==> config.mk <==
export PLATFORM = sky130hd
export DESIGN_NAME = bus_arbiter
export DESIGN_NICKNAME = d
export VERILOG_FILES = /design/src/rtl/bus_arbiter_pkg.sv /design/src/rtl/bus_rr_pick.sv /design/src/rtl/bus_arbiter.sv
export SDC_FILE = /design/constraint.sdc
export NUM_CORES = 1
export LEC_CHECK = 0
export ABC_AREA = 0
export BUFFER_PORTS_ARGS = -buffer_cell sky130_fd_sc_hd__buf_4
export CAP_MARGIN = 20
export CORE_AREA = 2 2 121 123
export DETAILED_ROUTE_END_ITERATION = 7
export DIE_AREA = 0 0 123 125
export PLACE_DENSITY = 0.76
export SYNTH_ARGS = -nofsm -noshare
export SYNTH_HDL_FRONTEND = slang
export SYNTH_SLANG_ARGS = --single-unit
export TNS_END_PERCENT = 20
==> constraint.sdc <==
create_clock -name clk -period 2 [get_ports clk]
set_clock_uncertainty 0.2 [all_clocks]
set_input_delay 0.1 -clock clk [delete_from_list [all_inputs] [get_ports clk]]
set_output_delay 0.1 -clock clk [all_outputs]
set_load 0.02 [all_outputs]
==> src/rtl/bus_arbiter_pkg.sv <==
// Shared encodings and widths for the two-master north-bridge port arbiter.
package bus_arbiter_pkg;

  localparam int ADDR_W = 32;
  localparam int DATA_W = 32;
  localparam int WE_W   = 4;
  localparam int CNT_W  = 4;

  typedef enum logic [1:0] {
    ST_IDLE   = 2'd0,
    ST_ACCESS = 2'd1,
    ST_RESP   = 2'd2
  } state_t;

  localparam logic [1:0] GNT_NONE = 2'b00;
  localparam logic [1:0] GNT_M0   = 2'b01;
  localparam logic [1:0] GNT_M1   = 2'b10;

endpackage

==> src/rtl/bus_rr_pick.sv <==
// Winner selection between master 0 and master 1: fixed priority or
// round-robin against the previous owner. Purely combinational.
module bus_rr_pick
  import bus_arbiter_pkg::*;
#(
  parameter int FIXED_PRIORITY = 0
) (
  input  logic [1:0] req,
  input  logic       last_owner,
  output logic [1:0] pick
);

  // One-hot pick; on a tie the master that did not own the bus last wins
  // unless master 0 has fixed priority.
  always_comb begin
    pick = GNT_NONE;
    case (req)
      2'b01:   pick = GNT_M0;
      2'b10:   pick = GNT_M1;
      2'b11: begin
        if (FIXED_PRIORITY != 0) pick = GNT_M0;
        else                     pick = last_owner ? GNT_M0 : GNT_M1;
      end
      default: pick = GNT_NONE;
    endcase
  end

endmodule

==> src/rtl/bus_arbiter.sv <==
// Two-master arbiter for the north bridge CPU-side data port. Serialises
// master 0 (CPU) and master 1 (DMA), stretches each transaction by
// WAIT_CYCLES, strobes the write enables once in the last access cycle and
// returns registered read data with a one-cycle acknowledge.
module bus_arbiter
  import bus_arbiter_pkg::*;
#(
  parameter int WAIT_CYCLES    = 1,
  parameter int FIXED_PRIORITY = 0
) (
  input  logic              clk,
  input  logic              reset_n,
  input  logic              m0_req,
  input  logic [ADDR_W-1:0] m0_addr,
  input  logic [DATA_W-1:0] m0_wdata,
  input  logic [WE_W-1:0]   m0_we,
  output logic              m0_ack,
  output logic [DATA_W-1:0] m0_rdata,
  input  logic              m1_req,
  input  logic [ADDR_W-1:0] m1_addr,
  input  logic [DATA_W-1:0] m1_wdata,
  input  logic [WE_W-1:0]   m1_we,
  output logic              m1_ack,
  output logic [DATA_W-1:0] m1_rdata,
  output logic [ADDR_W-1:0] bus_addr,
  output logic [DATA_W-1:0] bus_wdata,
  output logic [WE_W-1:0]   bus_we,
  input  logic [DATA_W-1:0] bus_rdata,
  output logic [1:0]        grant
);

  localparam logic [CNT_W-1:0] CNT_LOAD = CNT_W'(WAIT_CYCLES);

  state_t            state;
  logic [CNT_W-1:0]  cnt;
  logic              last_owner;   // 0 = master 0, 1 = master 1
  logic              owner;        // owner of the transaction in flight
  logic [WE_W-1:0]   we_q;
  logic [DATA_W-1:0] rdata_q;
  logic [1:0]        pick;
  logic              pick_m1;

  bus_rr_pick #(
    .FIXED_PRIORITY(FIXED_PRIORITY)
  ) u_pick (
    .req        ({m1_req, m0_req}),
    .last_owner (last_owner),
    .pick       (pick)
  );

  assign pick_m1 = pick[1];

  // Transaction FSM; every bridge-facing and ack output is registered here so
  // the bridge sees clean, glitch-free signals.
  always_ff @(posedge clk or negedge reset_n) begin
    if (!reset_n) begin
      state      <= ST_IDLE;
      cnt        <= '0;
      last_owner <= 1'b1;
      owner      <= 1'b0;
      we_q       <= '0;
      rdata_q    <= '0;
      bus_addr   <= '0;
      bus_wdata  <= '0;
      bus_we     <= '0;
      grant      <= GNT_NONE;
      m0_ack     <= 1'b0;
      m1_ack     <= 1'b0;
    end else begin
      case (state)
        ST_IDLE: begin
          if (pick != GNT_NONE) begin
            // The bus address/data registers double as the transaction
            // latch: nothing from the masters is looked at again until IDLE.
            owner     <= pick_m1;
            we_q      <= pick_m1 ? m1_we : m0_we;
            bus_addr  <= pick_m1 ? m1_addr : m0_addr;
            bus_wdata <= pick_m1 ? m1_wdata : m0_wdata;
            bus_we    <= (CNT_LOAD == '0) ? (pick_m1 ? m1_we : m0_we) : '0;
            cnt       <= CNT_LOAD;
            grant     <= pick;
            state     <= ST_ACCESS;
          end
        end
        ST_ACCESS: begin
          if (cnt != '0) begin
            cnt    <= cnt - 1'b1;
            // Raise the strobe only for the cycle in which cnt will be zero.
            bus_we <= (cnt == CNT_W'(1)) ? we_q : '0;
          end else begin
            rdata_q <= bus_rdata;
            bus_we  <= '0;
            m0_ack  <= ~owner;
            m1_ack  <= owner;
            state   <= ST_RESP;
          end
        end
        ST_RESP: begin
          m0_ack     <= 1'b0;
          m1_ack     <= 1'b0;
          last_owner <= owner;
          grant      <= GNT_NONE;
          bus_addr   <= '0;
          bus_wdata  <= '0;
          bus_we     <= '0;
          state      <= ST_IDLE;
        end
        default: state <= ST_IDLE;
      endcase
    end
  end

  assign m0_rdata = m0_ack ? rdata_q : '0;
  assign m1_rdata = m1_ack ? rdata_q : '0;

endmodule

After elaboration in Yosys (flattened, before gate mapping)
Index checks and enable logic that the tools add are counted.

Reduce and logical (&&, ||, !) cells: 14. Add/subtract/negate cells: 1. Eq/ne operators: 9. Bitwise logic cells: 2. Mux-type cells: 27.

Operators with widths (number): $mux 32 (6); $pmux 32 s2 (2); $mux 4 (6); $pmux 4 s3 (1); $reduce_and 2->1 (6); $mux 2 (4); $pmux 2 s2 (2); $pmux 4 s2 (1); $reduce_bool 2->1 (4); $eq 2x2->1 const B (3); $ne 2x2->1 const B (3); $pmux 2 s3 (1); $eq 2x1->1 const B (2); $eq 4x1->1 const B (1); $pmux 1 s2 (2); $reduce_bool 4->1 (1); $sub 4x1->4 const B (1); $reduce_and 3->1 (1); $reduce_bool 3->1 (1); $logic_not 2->1 (1); $mux 1 (2); $not 1->1 (2).

Input port bits: 172. Register bits after elaboration: 116. Word-level logic and storage cells: 65. Output and inout port bits: 136.

Logic depth before layout (Yosys ltp)
Word-level depth: 5. Gate-level depth with buffers: 5.

By module
A second synthesis with hierarchy kept.

Cell total of the unflattened synthesis: 555. Area, all modules: 5863.1 um^2.

Modules (own cells, without submodules): bus_arbiter (instances 1, sequential area each 2904.0 um^2, area each 5844.4 um^2, cells an instance 552); bus_rr_pick (instances 1, sequential area each 0.0 um^2, area each 18.8 um^2, cells an instance 3).

Worst setup path before layout
Ideal clock, no wire load.

Kind: register -> register. From: register cnt[0]. To: register rdata_q[24]. Arrival: 1.375 ns. Slack: 0.300 ns. Clock period less this slack: 1.700 ns. Data required time: 1.675 ns. Setup time: 0.125 ns. Cell stages (with the launch flop): 6. Cell sequence: dfrtp_1 > inv_1 > ha_1 > nand3_2 > buf_2 > mux2_2.

Cells in the longest elaborated chain, start to end: 3.

RTL lines: from (decl) (RTL line bus_arbiter.sv:35) `logic [CNT_W-1:0] cnt;`; from (signal assigned) (RTL line bus_arbiter.sv:87) `cnt <= cnt - 1'b1;`; $reduce_bool 4->1 (RTL line bus_arbiter.sv:86) `if (cnt != '0) begin`; $not 1->1 (no line); $reduce_and 2->1 (no line); to (signal assigned) (RTL line bus_arbiter.sv:91) `rdata_q <= bus_rdata;`; to (decl) (RTL line bus_arbiter.sv:39) `logic [DATA_W-1:0] rdata_q;`.

Every way passes these cells. A chain may end at the register's enable or synchronous reset.

Worst setup path in the final report
From: register state[1]. To: register bus_addr[15].

Cells in the longest elaborated chain, start to end: 3. Elaborated cells on any way between the ends: 6. Classes of those cells: eq/ne: 2; mux: 1; reduce/logical: 3.

RTL lines: from (decl) (RTL line bus_arbiter.sv:34) `state_t state;`; from (signal assigned) (RTL line bus_arbiter.sv:57) `state <= ST_IDLE;`; from (signal assigned) (RTL line bus_arbiter.sv:82) `state <= ST_ACCESS;`; from (signal assigned) (RTL line bus_arbiter.sv:95) `state <= ST_RESP;`; $eq 2x2->1 / $logic_not 2->1 (equally long branches) (RTL line bus_arbiter.sv:70) `case (state)`; $reduce_bool 2->1 (no line) / $ne 2x2->1 (equally long branches); $reduce_and 2->1 (no line); to (signal assigned) (RTL line bus_arbiter.sv:77) `bus_addr <= pick_m1 ? m1_addr : m0_addr;`; to (decl) (RTL line bus_arbiter.sv:25) `output logic [ADDR_W-1:0] bus_addr,`.

Parallel ways exist; a longest one is shown, timed or not.

==> flow_summary.toml <==
[run_status]
run_status = "finished, final reports clean"

[cts]
cts-htree-levels = 4
clock_latency_ns = 0.40
cts.reportedPaths.clkPinSlew_ns = 0.06
cts_sinks = 116
cts_tree = "built"
numCtsBuffers = 17
clk_path_buf_depth = 2
cts-root-buf = "clkbuf_16"
postCtsSetupBuffers = 0

[timing]
fmax_mhz = 524.6
worst_pin_slew_ns = 0.6479
fin_crit_ns = 1.906
maxSlewViolCount = 0
max_slew_margin = 0.5681
rsz0062_at_grt = "false"
fin_crit_sh = 0.9532
tns_ns = 0
finalHoldViolCount = 0
finalSetupViolations = 0

[yosys]
synth_warnings = 0
avgSynthCellArea_um2 = 11.99
synth_flop_cell = "dfrtp_1"
synth_area_um2 = 5396
yosysSeqAreaShare = 0.5381
synth-seq-cells = 116
syn_inst = 450
synth.top_cells.by_count = "115 x dfrtp_1, 65 x and2_1, 65 x and3_1"
postSynth.asyncResetShare = 1.000
yosys.cell_types.count = 37
synth_top_area_frac = 0.5333
ys_top_cells_by_area = "dfrtp_1 53%, a221o_1 12%, and2_1 7.5%"
yosysTopAreaCell = "dfrtp_1"
synth_edf_count = 0
synth.most_common_cell = "dfrtp_1"
syn_nets = 624

[route]
ant_nets = 0
drt_first_iter_violations = 314
wl_per_cell_um = 19.42
drc = 0
finalWirelength_um = 21790
vias = 5948
dr.pass1.iters = 5
routed_via_density = 5.301

[worst_setup_path]
r2r_end = "bus_addr[15]"
critPathLaunch = "state[1]"
crit_path_end = "bus_addr[15]"
r2r_setup_slack_ns = 0.09
crit_top_cell = "buf_4"
path_cells = "buf_4, nor2_4, buf_4, and3_1, a221o_1"
rr_worst_depth = 5
max_stage_delay_ns = 0.50
worstPathArrival_ns = 1.98
endpoint_kind = "flop"
cp_slowest_cell = "dfrtp_1"
timing_worst_setup_path_type = "reg -> reg"
cp-start-kind = "flop"
cp_max_fo = 53
required_ns = 2.08
r2r_start = "state[1]"

[floorplan]
die_y_um = 125
io_pins = 308
dieArea_um2 = 15380
die-width_um = 123
num_rows = 44
start_util = 0.3799
core-area_um2 = 14200

[global_routing]
antenna_found_initial = 1
grt_pass1_wl_um = 33260
grt_usage = 0.2777
grt_start_max_net_pins = 117
grt_overflow = 0
grt_pass1_vias = 6378

[place]
gp_congestion = 0.8718
place_area_um2 = 7924
portBuffers = 307
place_hpwl_um = 12100

[layout]
multi_input_area_um2 = 2273
drive_gt1_frac = 0.4199
fin_util = 0.7196
nFillCells = 899
syn2layout_area_growth_pct = 89.40
regArea_um2 = 2904
nNetsFinal = 1098
final_area_um2 = 10220

[min_path]
worstHoldPathType = "in -> async"

[pwr]
ir_worst_vdd_v = 0.0008252
power_density_nw_per_um2 = 1466
leakagePower_nw = 5.155

[job]
maxCapViolCount = 0
metrics by stage:
| stage | power (mW) | hold WS, ns | cells | setup slack [ns] |
|---|---|---|---|---|
| after detailed placement | 11.54 | 0.03985 | 918 | 0.1578 |
| after floorplan | 8.447 | -0.3956 | 450 | 0.3003 |
| after CTS | 14.81 | 0.1572 | 1120 | 0.1633 |
| final | 14.99 | 0.1062 | 1122 | 0.09368 |
| after global routing | 15.76 | 0.1694 | 1121 | 0.01513 |
| after global placement | 11.32 | 0.02678 | 918 | 0.2001 |
worst max-delay path, delay by kind of cell (launching register included):
kind | cells | cell delay (ns)
flops | 1 | 0.50
buf+inv | 2 | 0.46
compound gates | 1 | 0.28
simple gates | 2 | 0.30
layout by cell type, fill, tap and decap left out, drive strengths merged, types with 5 or more instances in the layout:
| master | count |
|---|---|
| dfrtp | 115 |
| clkinv | 8 |
| and3 | 65 |
| and2 | 65 |
| a21oi | 11 |
| buf | 323 |
| o21ai | 5 |
| dlygate4sd3 | 171 |
| nor2 | 5 |
| mux2i | 7 |
| inv | 8 |
| clkbuf | 18 |
| a22o | 5 |
| a221o | 64 |
| mux2 | 32 |
area by class of cell:
type	instances	share of cell area
flip-flops and latches	116	0.2841
inverters	9	0.003305
clock buffers	18	0.04297
clock inverters	13	0.01334
multi-input cells	286	0.2224
repair buffers	494	0.4108
well taps	184	0.02252
diodes	2	0.0004897
cell families (layout without fill, tap and decap cells):
kind of cell | after synthesis | count (layout) | share of synthesized area
buffers and inverters | 48 | 534 | 0.04591
multiplexers | 39 | 39 | 0.07976
flip-flops | 116 | 116 | 0.5381
AND/OR/NAND/NOR | 154 | 154 | 0.1776
AO/OA/AOI/OAI | 91 | 91 | 0.1540
other | 0 | 2 | 0
adder cells (fa/ha/maj) | 2 | 2 | 0.004636
state kept, by name, indices dropped and copies added (netlist names), 2 cells and up:
name,cells
grant,2
bus_we,4
bus_wdata,32
rdata_q,32
state,2
bus_addr,32
we_q,4
cnt,4
power breakdown:
part	total [mW]	internal (mW)	leakage [nW]	switching (mW)
sequential	4.32	3.49	1.42	0.828
combinational	7.72	3.74	3.46	3.98
clock	2.95	1.85	0.274	1.10
worst min-delay path by stage:
stage,startpoint,endpoint,depth (start not counted)
2_1_floorplan,reset_n,bus_addr[0],0
3_3_place_gp,reset_n,rdata_q[18],2
3_5_place_dp,reset_n,rdata_q[18],2
4_1_cts,reset_n,rdata_q[18],3
5_1_grt,reset_n,rdata_q[18],3
6_report,reset_n,rdata_q[18],3
routing by layer:
layer,up-vias,share of wire,track usage
li1,2649,-,-
met1,2873,0.37,0.3188
met2,371,0.52,0.4878
met3,55,0.083,0.06569
met4,0,0.033,0.1197
met5,-,0,0
what timing repair did:
item,in CTS,in global routing
hold buffers,171,0
endpoints found under the hold margin,219,0
gates resized for setup,0,1
setup endpoints to repair,0,1
Power figures use the tool's default switching activity.
